$ cat src/rtl/bcnn_pkg.sv
// bcnn_pkg: shared FSM encoding, tile constants and 4x4 tile extraction
package bcnn_pkg;
  typedef enum logic [2:0] {IDLE, HDR, HCAP, LOAD, EMIT, DONE} state_t;
  localparam int TILE_BITS = 16;
  localparam int KERNEL_BITS = 9;
  localparam int HDR_DIM_BITS = 5;
  localparam int MIN_DIM = 4;
  function automatic logic [TILE_BITS-1:0] extract_tile(input logic [3:0][15:0] rows, input logic [3:0] c0);
    logic [TILE_BITS-1:0] t;
    for (int i = 0; i < 4; i++) t[4*i +: 4] = 4'(rows[i] >> c0);
    return t;
  endfunction
endpackage

$ cat src/rtl/bcnn_tile_fetcher_row_buffer.sv
// bcnn_row_buffer: four image rows with shift-by-two, indexed write and 4x4 tile extraction
module bcnn_row_buffer
  import bcnn_pkg::*;
(
  input  logic                 clk,
  input  logic                 reset_b,
  input  logic                 shift,
  input  logic                 wr_en,
  input  logic [1:0]           wr_idx,
  input  logic [15:0]          wr_data,
  input  logic [3:0]           c0,
  output logic [TILE_BITS-1:0] tile
);
  logic [3:0][15:0] rows_q, rows_d;
  always_comb begin
    rows_d = shift ? {16'h0, 16'h0, rows_q[3], rows_q[2]} : rows_q;
    if (wr_en) rows_d[wr_idx] = wr_data;
  end
  always_ff @(posedge clk or negedge reset_b) begin
    if (!reset_b) rows_q <= '0;
    else rows_q <= rows_d;
  end
  assign tile = extract_tile(rows_q, c0);
endmodule

$ cat src/rtl/bcnn_tile_fetcher.sv
// bcnn_tile_fetcher: loads header, kernel and image rows, streams stride-2 4x4 tiles
module bcnn_tile_fetcher
  import bcnn_pkg::*;
#(
  parameter int ADDR_W   = 12,
  parameter int DATA_W   = 16,
  parameter int MAX_DIM  = 16,
  parameter int IMG_BASE = 0,
  parameter int WGT_BASE = 0
) (
  input  logic                   clk,
  input  logic                   reset_b,
  input  logic                   dut_run,
  output logic                   busy,
  output logic                   err,
  output logic [ADDR_W-1:0]      sram_rd_addr,
  input  logic [DATA_W-1:0]      sram_rd_data,
  output logic [ADDR_W-1:0]      wmem_rd_addr,
  input  logic [DATA_W-1:0]      wmem_rd_data,
  output logic                   tile_valid,
  input  logic                   tile_ready,
  output logic [TILE_BITS-1:0]   tile_data,
  output logic [KERNEL_BITS-1:0] tile_weight,
  output logic [3:0]             tile_row,
  output logic [3:0]             tile_col,
  output logic                   tile_last
);
  state_t state_q, state_d;
  logic [HDR_DIM_BITS-1:0] n_q, n_d, hdr_n, last_pos;
  logic [KERNEL_BITS-1:0] kernel_q, kernel_d;
  logic [2:0] br_q, br_d, bc_q, bc_d, k_q, k_d, n_reads;
  logic err_q, err_d;
  logic [ADDR_W-1:0] sram_addr_q, sram_addr_d, wmem_addr_q, wmem_addr_d;
  logic hdr_ok, first_band, row_end, xfer, shift, wr_en;
  logic [1:0] wr_idx;
  logic unused_wmem;
  assign unused_wmem = ^wmem_rd_data[DATA_W-1:KERNEL_BITS];
  assign hdr_n = sram_rd_data[HDR_DIM_BITS-1:0];
  assign hdr_ok = !hdr_n[0] && hdr_n >= HDR_DIM_BITS'(MIN_DIM) && hdr_n <= HDR_DIM_BITS'(MAX_DIM);
  assign last_pos = n_q - HDR_DIM_BITS'(MIN_DIM);
  assign first_band = br_q == 3'd0;
  assign n_reads = first_band ? 3'd4 : 3'd2;
  assign row_end = {1'b0, bc_q, 1'b0} == last_pos;
  assign tile_valid = state_q == EMIT;
  assign tile_last = tile_valid && row_end && {1'b0, br_q, 1'b0} == last_pos;
  assign xfer = tile_valid && tile_ready;
  assign shift = xfer && row_end && !tile_last;
  assign wr_en = state_q == LOAD && k_q != 3'd0;
  assign wr_idx = 2'(k_q - 3'd1) + (first_band ? 2'd0 : 2'd2);
  assign busy = state_q != IDLE;
  assign err = err_q;
  assign sram_rd_addr = sram_addr_q;
  assign wmem_rd_addr = wmem_addr_q;
  assign tile_weight = kernel_q;
  assign tile_row = {1'b0, br_q};
  assign tile_col = {1'b0, bc_q};
  bcnn_row_buffer u_rows (
    .clk     (clk),
    .reset_b (reset_b),
    .shift   (shift),
    .wr_en   (wr_en),
    .wr_idx  (wr_idx),
    .wr_data (sram_rd_data[15:0]),
    .c0      ({bc_q, 1'b0}),
    .tile    (tile_data)
  );
  always_comb begin
    state_d = state_q;
    n_d = n_q;
    kernel_d = kernel_q;
    br_d = br_q;
    bc_d = bc_q;
    k_d = k_q;
    err_d = err_q;
    sram_addr_d = sram_addr_q;
    wmem_addr_d = wmem_addr_q;
    case (state_q)
      IDLE: if (dut_run) begin
        state_d = HDR;
        err_d = 1'b0;
        br_d = 3'd0;
        bc_d = 3'd0;
        sram_addr_d = ADDR_W'(IMG_BASE);
        wmem_addr_d = ADDR_W'(WGT_BASE);
      end
      HDR: state_d = HCAP;
      HCAP: begin
        n_d = hdr_n;
        kernel_d = wmem_rd_data[KERNEL_BITS-1:0];
        err_d = !hdr_ok;
        k_d = 3'd0;
        state_d = hdr_ok ? LOAD : DONE;
        sram_addr_d = hdr_ok ? ADDR_W'(IMG_BASE + 1) : sram_addr_q;
      end
      LOAD: begin
        k_d = k_q + 3'd1;
        state_d = k_q == n_reads ? EMIT : LOAD;
        sram_addr_d = k_q + 3'd1 < n_reads ? sram_addr_q + ADDR_W'(1) : sram_addr_q;
      end
      EMIT: if (xfer) begin
        if (tile_last) state_d = DONE;
        else if (row_end) begin
          state_d = LOAD;
          k_d = 3'd0;
          br_d = br_q + 3'd1;
          bc_d = 3'd0;
          sram_addr_d = ADDR_W'(IMG_BASE + 5) + ADDR_W'({br_q, 1'b0});
        end
        else bc_d = bc_q + 3'd1;
      end
      DONE: state_d = IDLE;
      default: state_d = IDLE;
    endcase
  end
  always_ff @(posedge clk or negedge reset_b) begin
    if (!reset_b) begin
      state_q <= IDLE;
      n_q <= '0;
      kernel_q <= '0;
      br_q <= '0;
      bc_q <= '0;
      k_q <= '0;
      err_q <= 1'b0;
      sram_addr_q <= '0;
      wmem_addr_q <= '0;
    end else begin
      state_q <= state_d;
      n_q <= n_d;
      kernel_q <= kernel_d;
      br_q <= br_d;
      bc_q <= bc_d;
      k_q <= k_d;
      err_q <= err_d;
      sram_addr_q <= sram_addr_d;
      wmem_addr_q <= wmem_addr_d;
    end
  end
endmodule

$ cat config.mk
export PLATFORM = sky130hd
export DESIGN_NAME = bcnn_tile_fetcher
export DESIGN_NICKNAME = d
export VERILOG_FILES = /design/src/rtl/bcnn_pkg.sv /design/src/rtl/bcnn_tile_fetcher_row_buffer.sv /design/src/rtl/bcnn_tile_fetcher.sv
export SDC_FILE = /design/constraint.sdc
export NUM_CORES = 1
export LEC_CHECK = 0
export BUFFER_PORTS_ARGS = -buffer_cell sky130_fd_sc_hd__buf_2
export CAP_MARGIN = 20
export CORE_ASPECT_RATIO = 1.25
export CORE_UTILIZATION = 58
export CTS_CLUSTER_DIAMETER = 30
export DETAILED_ROUTE_END_ITERATION = 8
export PLACE_DENSITY = 0.77
export SLEW_MARGIN = 20
export SYNTH_ARGS = -nofsm -noshare
export SYNTH_HDL_FRONTEND = slang
export SYNTH_SLANG_ARGS = --single-unit
export TNS_END_PERCENT = 50
$ cat constraint.sdc
create_clock -name clk -period 3.04 [get_ports clk]
set_input_delay 0.152 -clock clk [delete_from_list [all_inputs] [get_ports clk]]
set_output_delay 0.152 -clock clk [all_outputs]
set_load 0.03 [all_outputs]
==> results.yml, run 1 <==
logic_synthesis:
  yosysWarningCount: 0
  synth_top_family_by_area: "simple AND/OR/NAND/NOR gates"
  synth-simple-area-share: 0.2015
  synth-edff-count: 0
  synth_compound_area_frac: 0.1936
  synth_xor_area_frac: 0.01267
  synth_ff_type: "dfrtp_1"
  syn_avg_cell_area_um2: 8.953
  syn_inst: 695
  syn_area_um2: 6222
  synthAdderAreaFrac: 0.01810
  synthMuxAreaShare: 0.08868
  ys_seq_area_frac: 0.4142
  synth_cell_types: 64
  synth-seq-cells: 103
  synth_async_sr_flop_share: 1.000
placement:
  dpl_worst_slack_ps: 377.7
  numPlacedInstances: 857
  gp_congestion: 0.8699
  io_buffers: 75
  hpwl_um: 10930
  placed_area_um2: 6536
clock_tree:
  clk_pin_slew_ps: 70
  cts_resized: 0
  clkSinkCount: 103
  cts.path.max_buffers: 2
  insertion_delay_ps: 360
  htreeDepth: 3
  cts_root_buf: "clkbuf_16"
  cts_setup_buffers: 0
  cts-buffers-inserted: 9
  cts_tree: "built"
  hold_buffers: 10
sta:
  setup_violations: 0
  drv_slew: 0
  worst_slack_ps: 301.0
  fin_tns_setup_ps: 0
  post-route-period-util: 0.9010
  fmax_mhz: 365.1
  rsz0062_at_grt: "false"
  min_period_ps: 2739
  tightest_slew_ps: 889.1
  timing.hold.ws_ps: 70.56
  fin_skew_ps: 9.575
  finalHoldViolations: 0
  relSlewSlack: 0.4051
status:
  status: "finished, final reports clean"
worst_setup_path:
  path_depth: 7
  critical-path-slowest-cell: "o221a_4"
  regToRegSetupSlack_ps: 300
  reg2reg_from: "k_q[0]$_DFFE_PN0P_"
  arrival_ps: 2980
  critical_path.n_buffers_inverters: 0
  path_delay_family: "compound AO/OA/AOI/OAI gates"
  critPathKind: "register to register"
  endpoint_kind: "register"
  cp_max_fo: 35
  required_ps: 3290
  crit_top_cell: "ha_1"
  worstPathCellList: "ha_1, xor2_1, ha_1, o2bb2ai_1, o221a_4, nand2_1, a21o_1"
  reg2reg_depth: 7
  reg2reg_to: "sram_rd_addr[6]$_DFFE_PN0P_"
  crit_path_max_incr_delay_ps: 560
  worstSetupStartpointType: "register"
die:
  io_pins: 97
  die_x_um: 94.64
  die_area_um2: 11150
  fp.coreArea_um2: 10260
  rows: 41
  start_util: 0.6065
  chipHeight_um: 117.8
drt:
  viasPerCell: 6.396
  wl_per_cell_um: 19.01
  dr.first_iter.drc_count: 544
  vias: 5648
  drt_wl_total_um: 16790
  drc: 0
  final_antenna_net_count: 0
  drt_pass1_iterations: 7
layout:
  n_antenna_cell: 0
  area_growth_pct: 11.34
  final_core_util: 0.6752
  finalNonFillerCells: 883
  drive_gt1_frac: 0.1936
  multiInputGateArea_um2: 3254
  regArea_um2: 2580
  n_fill_cell: 841
  final_cell_mix: "nand2_1, dfrtp_1, buf_2"
  layout_commonest_cell: "nand2_1"
  final_nets: 794
  final_area_um2: 6928
grt:
  grt_overflow: 0
  grt_pass1_wl_um: 27600
  antenna_found_initial: 0
  grt_max_degree: 52
  track_usage: 0.3196
  first_global_vias: 5333
job:
  max_cap_viol_count: 0
power:
  vdd_drop_max_mv: 0.2987
  power_density_nw_per_um2: 501.8
  total_power_mw: 3.477
  power_leakage_nw: 2.891
min_path:
  min_path_cells: 3
  hp-start: "sram_rd_data[14]"
  holdPathEnd: "u_rows.rows_q[62]$_DFF_PN0_"
  hp-class: "input pin to register"
[power breakdown]
group | leakage, nW | internal [mW] | switching (mW)
registers | 1.07 | 1.41 | 0.0463
logic | 1.69 | 0.303 | 0.560
clock network | 0.136 | 0.640 | 0.522
total | 2.89 | 2.35 | 1.13
[logic make-up (layout without fill, tap and decap cells)]
logic type / count (synthesis) / count (layout)
DFF: 103 / 103
buffers and inverters: 82 / 128
xor gates and xnor gates: 9 / 9
AOI/OAI and AO/OA: 196 / 196
and+or+nand+nor: 261 / 261
other: 1 / 14
muxes: 34 / 34
adders and majority gates: 9 / 9
[area by class of cell]
type,instances,share of cell area
clock inverters,5,0.008488
flip-flops and latches,103,0.3724
multi-input cells,523,0.4697
repair buffers,100,0.08524
clock buffers,11,0.03359
inverters,12,0.007224
well taps,129,0.02330
[worst register-to-register path, stage by stage (launching register included)]
cell       delay (ps)
dfrtp_1           530
ha_1              280
xor2_1            180
ha_1              250
o2bb2ai_1         280
o221a_4           560
nand2_1           310
a21o_1            250
[sequential cells by signal (all words and copies together) (netlist names)]
register / count
k_q: 3
tile_weight: 9
state_q: 3
u_rows.rows_q: 64
err: 1
bc_q: 3
sram_rd_addr: 12
n_q: 5
br_q: 3
[metal layers]
layer | part of all wire | track usage | wire length [µm] | vias to the layer above
met5 | 0 | 0 | 0 | -
met4 | 0.029 | 0.1354 | 495 | 0
met3 | 0.067 | 0.05103 | 1133 | 39
met2 | 0.50 | 0.5148 | 8403 | 265
met1 | 0.40 | 0.4236 | 6757 | 2769
li1 | - | - | - | 2575
[cells in the mapped netlist, types with 2 or more instances]
cell type	count	area, µm²
xor2_1	4	35.03
and2_1	2	12.51
a21oi_1	38	190.2
and3_1	5	31.28
a21o_1	2	15.01
mux4_2	16	360.4
nand4_1	32	200.2
nor3b_1	2	15.01
a31oi_1	38	237.7
o21a_1	4	30.03
nand3_1	12	60.06
o21ai_0	30	150.1
xnor2_1	5	43.79
dfrtp_1	103	2577
clkbuf_1	21	78.83
mux2_2	9	101.4
inv_1	10	37.54
buf_4	17	127.6
nand2b_1	6	37.54
o22ai_1	2	12.51
nor2_1	60	225.2
a211oi_1	10	75.07
or3_1	3	18.77
o2bb2ai_1	2	17.52
o21ai_1	46	230.2
nor2b_1	10	62.56
ha_1	9	112.6
buf_2	20	100.1
nand2_1	113	424.2
buf_1	7	26.28
a31o_2	2	17.52
mux2i_1	9	90.09
o31ai_1	7	52.55
nand3b_1	2	15.01
nor3_1	4	20.02
buf_6	5	56.30
[worst max-delay path by stage]
stage / to / slack, ps / startpoint
finish: sram_rd_addr[6]$_DFFE_PN0P_ / 300 / k_q[0]$_DFFE_PN0P_
CTS: sram_rd_addr[10]$_DFFE_PN0P_ / 320 / k_q[0]$_DFFE_PN0P_
floorplan: u_rows.rows_q[23]$_DFF_PN0_ / 690 / br_q[1]$_DFFE_PN0P_
detailed placement: sram_rd_addr[10]$_DFFE_PN0P_ / 380 / k_q[0]$_DFFE_PN0P_
global placement: sram_rd_addr[8]$_DFFE_PN0P_ / 450 / k_q[0]$_DFFE_PN0P_
global route: u_rows.rows_q[37]$_DFF_PN0_ / 150 / n_q[2]$_DFFE_PN0P_
(Power assumes the default switching activity.)
==> run 2: changes to the inputs <==
CORE_UTILIZATION = 40   (was 58)
PLACE_DENSITY = 0.56   (was 0.77)
SLEW_MARGIN = 25   (was 20)
==> run 2 against run 1 <==
Utilization shrank 21 points. Global-route usage shrank 8.8 points. Worst hold slack gained 2.4 ps. Sequential power is essentially flat. Clock power grew 5%. Sequential share of layout area shrank 0.85 points. Worst setup slack lost 88 ps. Cell area grew 2.3%. Routed wire length grew 8.9%. Final cell count grew 9.3%. Largest cell class unchanged. Highest routed layer unchanged.
==> results.yml, run 2 (synthesis results as in run 1) <==
status:
  status: "finished, final reports clean"
worst_setup_path:
  cp_max_fo: 33
  required_ps: 2890
  critical_path.n_buffers_inverters: 4
  critPathKind: "register to output port"
  critPathLaunch: "n_q[2]$_DFFE_PN0P_"
  regToRegSetupSlack_ps: 350
  endpoint_kind: "output port"
  crit_path_max_incr_delay_ps: 420
  reg2reg_from: "k_q[0]$_DFFE_PN0P_"
  worstSetupStartpointType: "register"
  critical-path-slowest-cell: "nor4_4"
  worstPathCellList: "inv_1, ha_1, xnor2_1, nor4_4, nand3_4, clkinv_4, buf_4, buf_2"
  reg2reg_to: "sram_rd_addr[0]$_DFFE_PN0P_"
  path_depth: 8
  reg2reg_depth: 7
  arrival_ps: 2670
  worstSetupEndpoint: "tile_last"
  path_delay_family: "buffers and inverters"
die:
  start_util: 0.4127
  rows: 50
  die_area_um2: 16060
  die_x_um: 113.6
  fp.coreArea_um2: 15080
  chipHeight_um: 141.4
  io_pins: 97
grt:
  grt_overflow: 0
  first_global_vias: 5449
  antenna_found_initial: 0
  grt_max_degree: 65
  track_usage: 0.2315
  grt_pass1_wl_um: 28970
clock_tree:
  cts_root_buf: "clkbuf_16"
  cts-buffers-inserted: 9
  clk_pin_slew_ps: 80
  insertion_delay_ps: 360
  cts_tree: "built"
  htreeDepth: 3
  cts.path.max_buffers: 2
  clkSinkCount: 103
sta:
  setup_violations: 0
  fmax_mhz: 353.8
  min_period_ps: 2827
  post-route-period-util: 0.9298
  rsz0062_at_grt: "false"
  fin_skew_ps: 13.46
  finalHoldViolations: 0
  drv_slew: 0
  fin_tns_setup_ps: 0
  relSlewSlack: 0.4017
  tightest_slew_ps: 897.4
drt:
  drc: 0
  dr.first_iter.drc_count: 335
  vias: 5618
  drt_wl_total_um: 18290
  viasPerCell: 5.822
  final_antenna_net_count: 0
  wl_per_cell_um: 18.95
  drt_pass1_iterations: 5
placement:
  hpwl_um: 11780
  io_buffers: 75
  gp_congestion: 0.8292
  placed_area_um2: 6663
layout:
  regMostFlops: "u_rows.rows_q"
  layout_commonest_cell: "nand2_1"
  final_nets: 797
  area_growth_pct: 13.94
  drive_gt1_frac: 0.2008
  largest_register_ffs: 64
  final_core_util: 0.4702
  final_area_um2: 7089
  final_cell_mix: "nand2_1, dfrtp_1, buf_2"
  n_antenna_cell: 0
  n_fill_cell: 1471
power:
  power_density_nw_per_um2: 500.1
  vdd_drop_max_mv: 0.3122
  power_leakage_nw: 2.948
job:
  max_cap_viol_count: 0
min_path:
  hp-class: "input pin to register"
  min_path_cells: 3
## run 2: layout make-up
class | count | area [µm²] | area share
clock buffers | 9 | 225.2 | 0.03177
clock inverters | 7 | 77.57 | 0.01094
inverters | 12 | 50.05 | 0.007060
multi-input cells | 524 | 3278 | 0.4624
flip-flops and latches | 103 | 2580 | 0.3639
well taps | 208 | 260.3 | 0.03671
repair buffers | 102 | 618.1 | 0.08719
## run 2: repair_timing
item | 4_1_cts | 5_1_grt
hold buffers | 10 | 0
resized for setup | 0 | 1
setup buffers | 0 | 0
hold endpoints to repair | 72 | 0
setup endpoints to repair | 0 | 8
## run 2: metal layers
layer / share of wire / up-vias / GRT usage
li1: - / 2601 / -
met1: 0.44 / 2804 / 0.3076
met2: 0.49 / 193 / 0.3906
met3: 0.047 / 20 / 0.02478
met4: 0.020 / 0 / 0.08241
met5: 0 / - / 0
## run 2: how the worst min path moves through the flow
stage,start,endpoint,slack (ps)
2_1_floorplan,reset_b,bc_q[0]$_DFFE_PN0P_,-140
3_3_place_gp,reset_b,u_rows.rows_q[31]$_DFF_PN0_,320
3_5_place_dp,reset_b,u_rows.rows_q[31]$_DFF_PN0_,330
4_1_cts,sram_rd_data[11],u_rows.rows_q[43]$_DFF_PN0_,60
5_1_grt,sram_rd_data[11],u_rows.rows_q[43]$_DFF_PN0_,100
6_report,sram_rd_data[15],u_rows.rows_q[47]$_DFF_PN0_,70
## run 2: worst reg2reg max path: stages (launching register included)
cell	delay (ps)
dfrtp_1	540
ha_1	270
xor2_1	180
ha_1	260
o2bb2ai_2	380
o221ai_1	370
nor3_1	460
a311oi_1	100
## run 2: stage by stage
stage / hold WS (ps) / power [mW] / setup slack, ps / cells
2_1_floorplan: -143.6 / 2.105 / 687.6 / 708
3_3_place_gp: 321.8 / 2.327 / 281.8 / 938
3_5_place_dp: 325.4 / 2.343 / 240.3 / 938
4_1_cts: 64.69 / 3.572 / 196.1 / 964
5_1_grt: 95.59 / 3.682 / 58.53 / 965
6_report: 72.97 / 3.545 / 213.4 / 965
## run 2: power by group
part / switching, mW / internal (mW) / leakage [nW]
logic: 0.562 / 0.306 / 1.73
registers: 0.0543 / 1.40 / 1.07
clock network: 0.568 / 0.650 / 0.152
==> run 3: changes to the inputs <==
PLACE_DENSITY = 0.58   (was 0.56)
clock period = 2.6 ns   (was 3.04 ns; I/O delays follow)
==> run 3 against run 2 <==
Total power increased by 16%. Via count rose by 0.98%. Sequential power is 14% higher. Worst setup slack worse by 62 ps. Cell area is 1.7% higher. First-iteration DRC count down 1.5%. Utilization rose by 0.79 points. Sequential share of layout area is 0.60 points lower. Routed wire length decreased by 0.50%. Clock skew decreased by 6.9 ps. Non-clock buffer count is 12 higher. Flip-flop and latch count did not move.
==> results.yml, run 3 (synthesis results as in run 1) <==
clock_tree:
  cts-buffers-inserted: 9
  cts.path.max_buffers: 2
  htreeDepth: 3
  clkSinkCount: 103
  cts_tree: "built"
  insertion_delay_ps: 350
  clk_pin_slew_ps: 70
  cts_root_buf: "clkbuf_16"
sta:
  timing.hold.ws_ps: 62.47
  rsz0062_at_grt: "true"
  fmax_mhz: 408.4
  post-route-period-util: 0.9417
  tightest_slew_ps: 614.4
  worst_slack_ps: 151.5
  drv_slew: 0
  finalHoldViolations: 0
  min_period_ps: 2449
  fin_skew_ps: 6.545
  fin_tns_setup_ps: 0
  setup_violations: 0
  relSlewSlack: 0.5904
worst_setup_path:
  reg2reg_to: "sram_rd_addr[6]$_DFFE_PN0P_"
  regToRegSetupSlack_ps: 170
  critPathKind: "register to output port"
  cp_max_fo: 18
  reg2reg_depth: 8
  worstPathCellList: "inv_1, ha_1, xnor2_1, nor4_4, nand3_4, clkinv_4, buf_12, clkbuf_4"
  reg2reg_from: "br_q[1]$_DFFE_PN0P_"
  critical-path-slowest-cell: "dfrtp_1"
  arrival_ps: 2320
  required_ps: 2470
  worstSetupStartpointType: "register"
  endpoint_kind: "output port"
  crit_path_max_incr_delay_ps: 410
drt:
  wl_per_cell_um: 18.63
  drt_wl_total_um: 18200
  drc: 0
  viasPerCell: 5.807
  drt_pass1_iterations: 5
  final_antenna_net_count: 0
  vias: 5673
  dr.first_iter.drc_count: 330
layout:
  drive_gt1_frac: 0.2094
  finalNonFillerCells: 977
  regMostFlops: "u_rows.rows_q"
  largest_register_ffs: 64
  area_growth_pct: 15.85
  final_core_util: 0.4781
  final_area_um2: 7208
  final_nets: 809
  layout_commonest_cell: "nand2_1"
  final_cell_mix: "nand2_1, dfrtp_1, buf_2"
  n_antenna_cell: 0
grt:
  grt_pass1_wl_um: 28860
  grt_overflow: 0
  grt.busiest_layer: "met2"
  antenna_found_initial: 0
  use_met2: 0.3935
  use_met3: 0.02648
  grt_max_degree: 45
  met1_usage: 0.3006
  track_usage: 0.2320
  first_global_vias: 5574
min_path:
  min_path_cells: 3
  hp-class: "input pin to register"
  holdPathEnd: "u_rows.rows_q[55]$_DFF_PN0_"
  hp-start: "sram_rd_data[7]"
die:
  fp.coreArea_um2: 15080
  io_pins: 97
  chipHeight_um: 141.4
  rows: 50
  start_util: 0.4127
  die_area_um2: 16060
  die_x_um: 113.6
power:
  power_leakage_nw: 2.994
  power_density_nw_per_um2: 571.3
  total_power_mw: 4.118
  vdd_drop_max_mv: 0.3182
job:
  max_cap_viol_count: 0
placement:
  placed_area_um2: 6783
  gp_congestion: 0.8174
  hpwl_um: 11960
  io_buffers: 75
  dpl_worst_slack_ps: 133.6
  numPlacedInstances: 949
status:
  status: "finished, final reports clean"
run 3: worst max-delay path by stage:
| stage | from | cells after the start | endpoint |
|---|---|---|---|
| 2_1_floorplan | br_q[1]$_DFFE_PN0P_ | 10 | u_rows.rows_q[23]$_DFF_PN0_ |
| 3_3_place_gp | n_q[2]$_DFFE_PN0P_ | 8 | u_rows.rows_q[54]$_DFF_PN0_ |
| 3_5_place_dp | n_q[2]$_DFFE_PN0P_ | 8 | u_rows.rows_q[35]$_DFF_PN0_ |
| 4_1_cts | n_q[2]$_DFFE_PN0P_ | 8 | tile_last |
| 5_1_grt | br_q[1]$_DFFE_PN0P_ | 8 | sram_rd_addr[0]$_DFFE_PN0P_ |
| 6_report | n_q[2]$_DFFE_PN0P_ | 8 | tile_last |
run 3: critical path: cells and delay by family, from the launching register on:
family	cells	cell delay [ps]
DFF	1	410
buffers and inverters	4	560
adders and majority gates	1	340
xor gates and xnor gates	1	170
and+or+nand+nor	2	480
run 3: area by class of cell:
class,count,area [µm²]
Inverter,12,50.05
Clock buffer,12,246.5
Fill cell,1441,7869
Sequential cell,103,2580
Multi-Input combinational cell,524,3266
Tap cell,208,260.3
Clock inverter,4,45.04
Timing Repair Buffer,114,760.7
run 3: power breakdown:
group	leakage, nW	internal, mW	switching [mW]
Sequential	1.07	1.64	0.0314
Combinational	1.78	0.370	0.703
Clock	0.146	0.769	0.602
Total	2.99	2.78	1.34
run 3: routing by layer:
layer  up-vias  part of all wire
li1       2613                 -
met1      2820              0.43
met2       213              0.50
met3        27             0.050
met4         0             0.022
met5         -                 0
run 3: repair_timing:
item	in CTS	in global routing
buffers inserted	0	1
hold buffers	10	0
gates cloned	0	1
gates resized for setup	0	5
endpoints found under the hold margin	49	0
pin swaps	1	2
setup endpoints to repair	1	17
